`src/rtl/piso_serializer.sv`:
```
`default_nettype none
// ============================================================================
// Module   : piso_serializer
// Brief    : Parallel-in/serial-out word serializer with valid/ready load,
//            downstream hold, inter-frame gap and frame status outputs.
// Revision : 1.0 - initial release
// ============================================================================
module piso_serializer #(
    parameter int WIDTH      = 4,
    parameter bit MSB_FIRST  = 1'b1,
    parameter int GAP_CYCLES = 1
) (
    input  logic             clk,
    input  logic             reset,
    input  logic [WIDTH-1:0] load_data,
    input  logic             load_valid,
    output logic             load_ready,
    input  logic             hold,
    output logic             data_out,
    output logic             enable_out,
    output logic             busy,
    output logic             frame_done,
    output logic [7:0]       frame_count
);

    localparam int                 c_cnt_w    = $clog2(WIDTH);
    localparam logic [c_cnt_w-1:0] c_bit_last = c_cnt_w'(WIDTH - 1);
    localparam bit                 c_has_gap  = (GAP_CYCLES > 0);
    localparam logic [3:0]         c_gap_last = c_has_gap ? 4'(GAP_CYCLES - 1) : 4'd0;

    localparam logic [1:0] c_st_idle  = 2'd0;
    localparam logic [1:0] c_st_shift = 2'd1;
    localparam logic [1:0] c_st_gap   = 2'd2;

    logic [1:0]         r_state;
    logic [1:0]         w_next_state;
    logic [WIDTH-1:0]   r_shift;
    logic [WIDTH-1:0]   w_shift_next;
    logic               w_head;
    logic [c_cnt_w-1:0] r_bit_cnt;
    logic [3:0]         r_gap_cnt;
    logic               r_frame_done;
    logic [7:0]         r_frame_count;
    logic               w_accept;
    logic               w_advance;
    logic               w_last_bit;

    // Output end of the shift register and the zero-filled shift toward it
    if (MSB_FIRST) begin : g_msb_first
        assign w_head       = r_shift[WIDTH-1];
        assign w_shift_next = {r_shift[WIDTH-2:0], 1'b0};
    end else begin : g_lsb_first
        assign w_head       = r_shift[0];
        assign w_shift_next = {1'b0, r_shift[WIDTH-1:1]};
    end

    assign w_accept   = load_valid && load_ready;
    assign w_advance  = (r_state == c_st_shift) && !hold;
    assign w_last_bit = w_advance && (r_bit_cnt == c_bit_last);

    always_ff @(posedge clk or posedge reset) begin
        if (reset) begin
            r_state <= c_st_idle;
        end else begin
            r_state <= w_next_state;
        end
    end

    always_comb begin
        w_next_state = r_state;
        case (r_state)
            c_st_idle: begin
                if (w_accept) begin
                    w_next_state = c_st_shift;
                end
            end
            c_st_shift: begin
                if (w_last_bit) begin
                    w_next_state = c_has_gap ? c_st_gap : c_st_idle;
                end
            end
            c_st_gap: begin
                if (r_gap_cnt == c_gap_last) begin
                    w_next_state = c_st_idle;
                end
            end
            default: w_next_state = c_st_idle;
        endcase
    end

    // load_ready is gated by reset directly so it stays low for the whole reset pulse
    always_comb begin
        load_ready  = (r_state == c_st_idle) && !reset;
        busy        = (r_state != c_st_idle);
        data_out    = (r_state == c_st_shift) ? w_head : 1'b0;
        enable_out  = (r_state == c_st_shift) && !hold;
        frame_done  = r_frame_done;
        frame_count = r_frame_count;
    end

    always_ff @(posedge clk or posedge reset) begin
        if (reset) begin
            r_shift       <= '0;
            r_bit_cnt     <= '0;
            r_gap_cnt     <= '0;
            r_frame_done  <= 1'b0;
            r_frame_count <= 8'd0;
        end else begin
            r_frame_done <= 1'b0;
            case (r_state)
                c_st_idle: begin
                    if (w_accept) begin
                        r_shift   <= load_data;
                        r_bit_cnt <= '0;
                    end
                end
                c_st_shift: begin
                    if (w_advance) begin
                        r_shift   <= w_shift_next;
                        r_bit_cnt <= r_bit_cnt + 1'b1;
                    end
                    if (w_last_bit) begin
                        r_frame_done  <= 1'b1;
                        r_frame_count <= r_frame_count + 8'd1;
                        r_gap_cnt     <= 4'd0;
                    end
                end
                c_st_gap: begin
                    r_gap_cnt <= r_gap_cnt + 4'd1;
                end
                default: begin
                    r_gap_cnt <= 4'd0;
                end
            endcase
        end
    end

endmodule
`default_nettype wire

```
`config.mk`:
```
export PLATFORM = sky130hd
export DESIGN_NAME = piso_serializer
export DESIGN_NICKNAME = d
export VERILOG_FILES = /design/src/rtl/piso_serializer.sv
export SDC_FILE = /design/constraint.sdc
export NUM_CORES = 1
export LEC_CHECK = 0
export CORE_ASPECT_RATIO = 0.9
export CORE_UTILIZATION = 53
export DETAILED_ROUTE_END_ITERATION = 16
export PLACE_DENSITY = 0.91
export SYNTH_ARGS = -nofsm -noshare
export SYNTH_HDL_FRONTEND = slang
export SYNTH_SLANG_ARGS = --single-unit
```
`constraint.sdc`:
```
create_clock -name clk -period 3.68 [get_ports clk]
set_clock_uncertainty 0.1 [all_clocks]
set_input_delay 0.368 -clock clk [delete_from_list [all_inputs] [get_ports clk]]
set_output_delay 0.368 -clock clk [all_outputs]
set_load 0.005 [all_outputs]
```
== Word-level counts from Yosys, hierarchy flattened ==
Cells that the tools add are included.

* Multiplexer cells: 15
* Bitwise gates (word level): 1
* $add $sub $neg: 3
* Reductions and logical operators: 14
* Equal/unequal tests: 7

{| class="wikitable"
|+ Operators by type and width
! kind !! number
|-
| two-way mux 4 bit || 3
|-
| one-hot mux 4 bit (3 select lines) || 1
|-
| two-way mux 2 bit || 5
|-
| adder 8 x 1 -> 8 bit (second input constant) || 1
|-
| inequality test 2 bit (second input constant) || 4
|-
| one-hot mux 4 bit (2 select lines) || 1
|-
| one-hot mux 2 bit (3 select lines) || 1
|-
| AND reduction 3 bit || 2
|-
| adder 4 x 1 -> 4 bit (second input constant) || 1
|-
| equality test 2 bit (second input constant) || 2
|-
| logical AND 1 bit || 4
|-
| logical NOT 4 bit || 1
|-
| one-hot mux 2 bit (2 select lines) || 1
|-
| AND reduction 2 bit || 2
|-
| nonzero test 2 bit || 2
|-
| two-way mux 1 bit || 3
|-
| adder 2 x 1 -> 2 bit (second input constant) || 1
|-
| equality test 2 x 1 -> 1 bit (second input constant) || 1
|-
| logical NOT 1 bit || 2
|-
| logical NOT 2 bit || 1
|-
| NOT 1 bit || 1
|}

* Output and inout port bits: 13
* Bits in registers: 21
* Logic and storage cells: 46

== Longest topological paths before layout ==
Gate-level depths: netlist of run 1.

* Word-level depth: 5
* Mapped depth: 5

== Least setup slack after synthesis of run 1 ==
No wires, ideal clock.

* Path type: register to register
* Start point: register r_state[0]
* End point: register r_bit_cnt[0]
* Cell stages (with the launch flop): 4
* Library setup time: 0.125 ns
* Path buffers: 0
* Slack: 2.117 ns
* Required time: 3.455 ns
* Arrival time: 1.338 ns
* Clock period less this slack: 1.563 ns
* Cells stage by stage: dfrtp_1 or3b_4 a21oi_4 mux2_2

* Cells in the longest elaborated chain, start to end: 5
* Elaborated cells on any way between the ends: 10
* Classes of those cells: 3 x eq/ne; 1 x mux; 6 x reduce/logical

{| class="wikitable"
|+ Ends and longest elaborated chain
! item !! line !! text
|-
| from (decl) || 35 || <nowiki>logic [1:0] r_state;</nowiki>
|-
| from (signal assigned) || 63 || <nowiki>r_state <= c_st_idle;</nowiki>
|-
| from (signal assigned) || 65 || <nowiki>r_state <= w_next_state;</nowiki>
|-
| logical NOT 2 bit || 93, 110 ||
|-
| logical AND 1 bit || 93 || <nowiki>load_ready = (r_state == c_st_idle) && !reset;</nowiki>
|-
| logical AND 1 bit || 57 || <nowiki>assign w_accept = load_valid && load_ready;</nowiki>
|-
| inequality test 2 bit (no line) || n/a ||
|-
| AND reduction 3 bit (no line) || n/a ||
|-
| to (signal assigned) || 120 || <nowiki>r_bit_cnt <= r_bit_cnt + 1'b1;</nowiki>
|-
| to (decl) || 40 || <nowiki>logic [c_cnt_w-1:0] r_bit_cnt;</nowiki>
|}

Several ways; a longest one is shown, not always the timed one.
A chain may end at the register's enable or synchronous reset.

== Worst setup path after layout of run 1 ==
* Start point: register r_state[1]
* End point: output enable_out

* Cells in the longest elaborated chain, start to end: 2

{| class="wikitable"
|+ Ends and longest elaborated chain
! item !! line !! text
|-
| equality test 2 x 1 -> 1 bit || 96 || <nowiki>enable_out = (r_state == c_st_shift) && !hold;</nowiki>
|-
| logical AND 1 bit || 96 ||
|-
| to (decl) || 20 || <nowiki>output logic enable_out,</nowiki>
|}

No other way between the ends.

==> results of run 1 <==
## power breakdown
part	switching [mW]	internal [mW]	total, mW	leakage, nW
sequential	0.0717	0.292	0.363	0.277
clock	0.0658	0.0423	0.108	0.0150
combinational	0.123	0.177	0.301	0.306
total	0.261	0.511	0.772	0.598
## layout make-up
class	instances	area (um2)
Multi-Input combinational cell	64	490
Tap cell	24	30.0
Inverter	6	22.5
Timing Repair Buffer	20	200
Clock buffer	4	26.3
Fill cell	135	474
Sequential cell	21	526
## worst min path at each step
stage / startpoint / endpoint / slack (ps) / cells past startpoint
3_3_place_gp: frame_count[7] / frame_count[7] / 360 / 1
3_5_place_dp: frame_count[7] / frame_count[7] / 370 / 1
4_1_cts: frame_count[7] / frame_count[7] / 390 / 1
2_1_floorplan: reset / frame_count[0] / 250 / 1
5_1_grt: frame_count[7] / frame_count[7] / 410 / 1
6_report: frame_count[7] / frame_count[7] / 390 / 1
## state kept, by name (all words and copies together), names as in the netlist
register / cells
frame_count: 8
frame_done: 1
r_bit_cnt: 2
r_gap_cnt: 4
r_shift: 4
r_state: 2
## metrics by stage
step	utilization, %	hold WS (ps)
5_1_grt	73.2	410
4_1_cts	73.2	389
2_1_floorplan	-	253
6_report	73.2	391
3_3_place_gp	71.7	361
3_5_place_dp	71.7	373
## worst reg2reg max path, stage by stage (launching register included)
cell and delay (ps):
sky130_fd_sc_hd__dfrtp_1 630, sky130_fd_sc_hd__nand2b_1 340, sky130_fd_sc_hd__mux2_2 380, sky130_fd_sc_hd__mux2_2 270
## per-layer routing
layer	vias up	GRT usage [%]	wire length, um
met2	10	38.4	1000
met3	0	6.19	61
met5	-	0	0
li1	374	-	-
met1	357	25.8	926
met4	0	3.53	0
## cells in the final DEF, fill, tap and decap left out, types with 2 or more instances in the layout
master,netlist,routed
sky130_fd_sc_hd__dfrtp_1,21,21
sky130_fd_sc_hd__clkdlybuf4s50_1,0,20
sky130_fd_sc_hd__nor2_1,7,7
sky130_fd_sc_hd__mux2_2,7,7
sky130_fd_sc_hd__inv_1,6,6
sky130_fd_sc_hd__xnor2_1,6,6
sky130_fd_sc_hd__nand2_1,4,4
sky130_fd_sc_hd__ha_1,4,4
sky130_fd_sc_hd__nor2b_1,3,3
sky130_fd_sc_hd__o22ai_1,3,3
sky130_fd_sc_hd__a21oi_1,3,3
sky130_fd_sc_hd__nand4_1,3,3
sky130_fd_sc_hd__and3_1,3,3
sky130_fd_sc_hd__clkbuf_4,0,3
sky130_fd_sc_hd__nand2b_1,2,2
sky130_fd_sc_hd__mux2i_1,2,2
sky130_fd_sc_hd__o31ai_1,2,2
sky130_fd_sc_hd__a22o_1,2,2
sky130_fd_sc_hd__nand3_1,2,2
## logic make-up (layout without fill, tap and decap cells)
group	Yosys count	in the layout	share of synthesized area, %
multiplexers	9	9	9.31
adder cells (fa/ha/maj)	4	4	4.71
AO/OA/AOI/OAI	12	12	8.48
XOR/XNOR	7	7	5.77
flip-flops	21	21	49.5
AND/OR/NAND/NOR	32	32	17.9
buffers and inverters	10	30	4.36
==> load_flow_metrics.sql, run 1 <==
INSERT INTO impl_metrics (metric_group, metric, value, unit) VALUES
('status', 'status', 'complete, no violations', ''),
('synth', 'post-synth-top-count-cell', 'sky130_fd_sc_hd__dfrtp_1', ''),
('global_routing', 'via_count_of_the_first_global_routing_pass', '734', ''),
('timing', 'finalSetupTns', '0', 'ps'),
('global_routing', 'antenna_violations_before_repair', '0', ''),
('route', 'drc_violations_left', '0', ''),
('place', 'dp.cells', '135', ''),
('route', 'viasPerCell', '5.33', ''),
('run', 'max_cap_viol_count', '0', ''),
('place', 'buffer_ports.inserted', '20', ''),
('global_routing', 'grt_max_degree', '23', ''),
('worst_setup_path', 'critical_path_top_delay_cell', 'sky130_fd_sc_hd__dfrtp_1', ''),
('clock_tree', 'cts-buffers-inserted', '3', ''),
('pwr', 'ir_worst_vdd', '0.452', 'mV'),
('clock_tree', 'postCtsSetupBuffers', '0', ''),
('timing', 'period_share', '64.0', '%'),
('route', 'via_count', '741', ''),
('finish', 'n_antenna_cell', '0', ''),
('worst_setup_path', 'crit_type', 'flop to output port', ''),
('floorplan', 'core_area', '0.00177', 'mm2'),
('worst_setup_path', 'r2r_start', 'r_state[1]', ''),
('worst_setup_path', 'timing.critical_path.to_type', 'output port', ''),
('clock_tree', 'insertion_delay', '300', 'ps'),
('finish', 'area_growth_syn_to_layout', '21.9', '%'),
('floorplan', 'die_height', '44.5', 'um'),
('finish', 'layout.nets', '128', ''),
('floorplan', 'die_footprint', '0.00219', 'mm2'),
('synth', 'synth_enable_flop_cells', '0', ''),
('worst_setup_path', 'timing.reg2reg.worst_path_depth', '3', ''),
('timing', 'clock.fmax', '425', 'MHz'),
('timing', 'fin_ws', '1330', 'ps'),
('route', 'wl_per_cell', '14.3', 'um'),
('route', 'drt_first_pass_iters', '4', ''),
('synth', 'synth.top_cells.by_count', '21 x sky130_fd_sc_hd__dfrtp_1, 7 x sky130_fd_sc_hd__mux2_2, 7 x sky130_fd_sc_hd__nor2_1, 6 x sky130_fd_sc_hd__inv_1, 6 x sky130_fd_sc_hd__xnor2_1', ''),
('synth', 'synth.top_cells.by_area', 'sky130_fd_sc_hd__dfrtp_1 49%, sky130_fd_sc_hd__mux2_2 7.4%, sky130_fd_sc_hd__xnor2_1 4.9%, sky130_fd_sc_hd__ha_1 4.7%, sky130_fd_sc_hd__nor2_1 2.5%', ''),
('worst_setup_path', 'worstPathCellList', 'nand2b_1 -> nor2_1 -> clkdlybuf4s50_1', ''),
('place', 'place.gp.congestion', '0.762', ''),
('worst_setup_path', 'worst-path-stages', '3', ''),
('finish', 'layout-drive-gt1-share', '11.3', '%'),
('synth', 'number_of_nets_in_the_synthesized_netlist', '107', ''),
('synth', 'synth-warning-count', '0', ''),
('worst_setup_path', 'crit_end', 'enable_out', ''),
('synth', 'post-synth-top-area-fraction', '49.5', '%'),
('worst_setup_path', 'reg2reg_to', 'r_shift[2]', ''),
('global_routing', 'wire_length_of_the_first_global_routing_pass', '3440', 'um'),
('place', 'place.detailed.hpwl', '1470', 'um'),
('synth', 'synthCells', '95', ''),
('synth', 'synth_area', '0.00106', 'mm2'),
('worst_setup_path', 'reg2reg_slack', '1850', 'ps'),
('finish', 'finish.instance_area', '0.00129', 'mm2'),
('place', 'placed_area', '0.00127', 'mm2'),
('synth', 'seq_area_frac_synth', '49.5', '%'),
('timing', 'slew_headroom', '46.2', '%'),
('min_path', 'hold_removal_path_class', 'flop to flop', ''),
('floorplan', 'io-pin-count', '21', ''),
('clock_tree', 'cts_hold_repair.buffers', '0', ''),
('pwr', 'post-layout-total-power', '0.772', 'mW'),
('clock_tree', 'cts_resized', '0', ''),
('timing', 'report.final.slew_viol_count', '0', ''),
('timing', 'fin_crit', '2350', 'ps'),
('synth', 'synthesis.area_per_instance', '11.2', 'um2'),
('clock_tree', 'cts.sinks', '21', ''),
('worst_setup_path', 'worstPathBufferInverterCount', '1', ''),
('clock_tree', 'ctsLongestPathBuffers', '2', ''),
('clock_tree', 'h_tree_depth', '1', ''),
('worst_setup_path', 'critical_path.startpoint_type', 'flop', ''),
('timing', 'unrepaired_setup_endpoints_after_global_routing', 'false', ''),
('clock_tree', 'cts_tree', 'yes', ''),
('place', 'post_placement_worst_setup_slack', '1550', 'ps'),
('pwr', 'leakage', '0.598', 'nW'),
('synth', 'share_of_flip_flops_with_an_asynchronous_set_or_reset_after_synthesis', '100', '%');
(Power assumes the default switching activity.)
==> inputs of run 2 (changes only) <==
--- a/config.mk
+++ b/config.mk
@@ -6,9 +6,9 @@
 export NUM_CORES = 1
 export LEC_CHECK = 0
 export CORE_ASPECT_RATIO = 0.9
-export CORE_UTILIZATION = 53
+export CORE_UTILIZATION = 45
 export DETAILED_ROUTE_END_ITERATION = 16
-export PLACE_DENSITY = 0.91
+export PLACE_DENSITY = 0.83
 export SYNTH_ARGS = -nofsm -noshare
 export SYNTH_HDL_FRONTEND = slang
 export SYNTH_SLANG_ARGS = --single-unit
==> constraint.sdc (replaced) <==
create_clock -name clk -period 1.91 [get_ports clk]
set_clock_uncertainty 0.1 [all_clocks]
set_input_delay 0.191 -clock clk [delete_from_list [all_inputs] [get_ports clk]]
set_output_delay 0.191 -clock clk [all_outputs]
set_load 0.005 [all_outputs]
==> run 2 against run 1 <==
  * Critical path depth is 1 higher
  * Via count up 6.2%
  * Routed wire length decreased by 2.5%
  * Clock-buffer cell count unchanged
  * Clock power increased by 88%
  * Core utilization decreased by 10 points
  * Cell count grew 9.4%
  * Critical endpoint is now r_bit_cnt[1]
  * Largest cell class unchanged
==> load_flow_metrics.sql, run 2 (synthesis gave the netlist of run 1 again) <==
INSERT INTO impl_metrics (metric_group, metric, value, unit) VALUES
('floorplan', 'die_height', '48.1', 'um'),
('timing', 'finalSetupTns', '0', 'ps'),
('finish', 'multiInputGateArea', '498', 'um2'),
('worst_setup_path', 'worst_ep_required', '1990', 'ps'),
('timing', 'fin_crit', '1840', 'ps'),
('finish', 'finish.cell_count_without_fillers', '152', ''),
('clock_tree', 'cts-buffers-inserted', '3', ''),
('timing', 'slew_headroom', '77.1', '%'),
('clock_tree', 'h_tree_depth', '1', ''),
('global_routing', 'grt_overflow', '0', ''),
('timing', 'report.final.slew_viol_count', '0', ''),
('timing', 'clock.fmax', '544', 'MHz'),
('route', 'wl_per_cell', '12.8', 'um'),
('finish', 'n_antenna_cell', '0', ''),
('place', 'place.detailed.hpwl', '1490', 'um'),
('global_routing', 'grtUsageTotal', '18.3', '%'),
('floorplan', 'core_area', '0.00220', 'mm2'),
('status', 'status', 'complete, no violations', ''),
('finish', 'finish.instance_area', '0.00138', 'mm2'),
('place', 'dp.cells', '145', ''),
('finish', 'layout-drive-gt1-share', '20.8', '%'),
('run', 'max_cap_viol_count', '0', ''),
('route', 'via_count', '787', ''),
('pwr', 'post-layout-total-power', '1.57', 'mW'),
('pwr', 'power_per_cell_area', '1130', 'mW/mm2'),
('finish', 'final_cell_mix', '19 x sky130_fd_sc_hd__dfrtp_1, 19 x sky130_fd_sc_hd__clkdlybuf4s50_1, 10 x sky130_fd_sc_hd__buf_4', ''),
('global_routing', 'via_count_of_the_first_global_routing_pass', '719', ''),
('finish', 'layout.nets', '138', ''),
('worst_setup_path', 'cp.arrival', '1920', 'ps'),
('global_routing', 'wire_length_of_the_first_global_routing_pass', '3240', 'um'),
('place', 'buffer_ports.inserted', '20', ''),
('route', 'drc_violations_left', '0', ''),
('finish', 'area_growth_syn_to_layout', '30.2', '%'),
('timing', 'worst_slew_pin_slew', '344', 'ps'),
('route', 'detail-route-antenna-nets', '0', ''),
('worst_setup_path', 'timing.critical_path.to_type', 'flop', ''),
('place', 'post_placement_worst_setup_slack', '30.3', 'ps'),
('clock_tree', 'insertion_delay', '300', 'ps'),
('global_routing', 'grt_max_degree', '22', ''),
('finish', 'final_core_utilization', '62.8', '%'),
('clock_tree', 'cts.sinks', '21', ''),
('finish', 'ff_latch_area', '528', 'um2'),
('route', 'viasPerCell', '5.18', ''),
('min_path', 'hold_removal_path_class', 'primary input to async pin', ''),
('worst_setup_path', 'critical_path.startpoint_type', 'flop', ''),
('clock_tree', 'cts_tree', 'yes', ''),
('timing', 'finalSetupViolCount', '0', ''),
('route', 'drt_first_pass_iters', '4', ''),
('worst_setup_path', 'crit_type', 'flop to flop', ''),
('clock_tree', 'ctsRootBufferMaster', 'sky130_fd_sc_hd__clkbuf_4', ''),
('place', 'placed_area', '0.00133', 'mm2'),
('clock_tree', 'cts_hold_repair.buffers', '0', ''),
('finish', 'fillCellCount', '188', ''),
('clock_tree', 'ctsLongestPathBuffers', '2', ''),
('floorplan', 'die_footprint', '0.00256', 'mm2'),
('place', 'place.gp.congestion', '0.704', ''),
('route', 'detail_route.wirelength', '1940', 'um'),
('timing', 'hold_viol_final', '0', ''),
('timing', 'period_share', '96.2', '%'),
('timing', 'unrepaired_setup_endpoints_after_global_routing', 'false', ''),
('floorplan', 'io-pin-count', '21', ''),
('floorplan', 'die_width', '53.2', 'um'),
('timing', 'whs', '312', 'ps'),
('finish', 'largest_register_ffs', '8', ''),
('route', 'drt_iter0_drc', '6', ''),
('timing', 'fin_ws', '73.2', 'ps'),
('floorplan', 'fp-row-count', '16', ''),
('pwr', 'leakage', '0.651', 'nW'),
('global_routing', 'antenna_violations_before_repair', '0', ''),
('floorplan', 'start_util', '48.2', '%'),
('worst_setup_path', 'worst-path-max-fanout', '7', ''),
('clock_tree', 'worst_setup_hold_path_clk_slew', '110', 'ps'),
('pwr', 'ir_worst_vdd', '0.910', 'mV');
==> run 2: where the power goes <==
| group | internal [mW] | leakage, nW | total, mW | switching, mW |
|---|---|---|---|---|
| Combinational | 0.403 | 0.362 | 0.688 | 0.284 |
| Sequential | 0.565 | 0.275 | 0.676 | 0.111 |
| Clock | 0.0812 | 0.0150 | 0.203 | 0.122 |
==> run 2: worst paths after layout <==
path / start / to / slack [ps] / depth (start not counted)
max: r_state[0] / r_bit_cnt[1] / 70 / 4
min: reset / r_gap_cnt[0] / 310 / 4
max reg2reg: r_state[0] / r_bit_cnt[1] / 70 / 4
min reg2reg: frame_count[7] / frame_count[7] / 390 / 1
max in group asynchronous: reset / frame_count[1] / 1180 / 4
min in group clk: frame_count[7] / frame_count[7] / 390 / 1
==> run 2: what timing repair did <==
action                                 in CTS  in global routing
endpoints found under the hold margin       0                  0
setup endpoints to repair                   3                  2
resized for setup                           4                  1
buffers inserted                            3                  0
pin swaps                                   0                  0
==> run 2: cell type report <==
| cell class | count | share of cell area [%] |
|---|---|---|
| sequential | 21 | 38.2 |
| multi-input combinational | 64 | 36.0 |
| timing repair buffer | 30 | 19.8 |
| tap | 27 | 2.44 |
| clock buffer | 4 | 1.90 |
| inverter | 6 | 1.63 |
==> run 2: per-layer routing <==
metal | track usage, % | vias up | wire length, um
met4 | 3.16 | 0 | 0
met5 | 0 | - | 0
met1 | 23.8 | 381 | 922
li1 | - | 391 | -
met3 | 6.54 | 0 | 74
met2 | 30.3 | 15 | 942
==> run 2: critical path, stage by stage, from the launching register on <==
cell	delay [ps]
sky130_fd_sc_hd__dfrtp_2	450
sky130_fd_sc_hd__buf_4	170
sky130_fd_sc_hd__or3b_4	400
sky130_fd_sc_hd__a21oi_4	240
sky130_fd_sc_hd__mux2_2	360
==> inputs of run 3 (changes only) <==
--- a/config.mk
+++ b/config.mk
@@ -9,6 +9,7 @@
 export CORE_UTILIZATION = 45
 export DETAILED_ROUTE_END_ITERATION = 16
 export PLACE_DENSITY = 0.83
+export SLEW_MARGIN = 20
 export SYNTH_ARGS = -nofsm -noshare
 export SYNTH_HDL_FRONTEND = slang
 export SYNTH_SLANG_ARGS = --single-unit
==> results of run 3 <==
The final DEF is identical to that of run 2; final timing and power are the same.
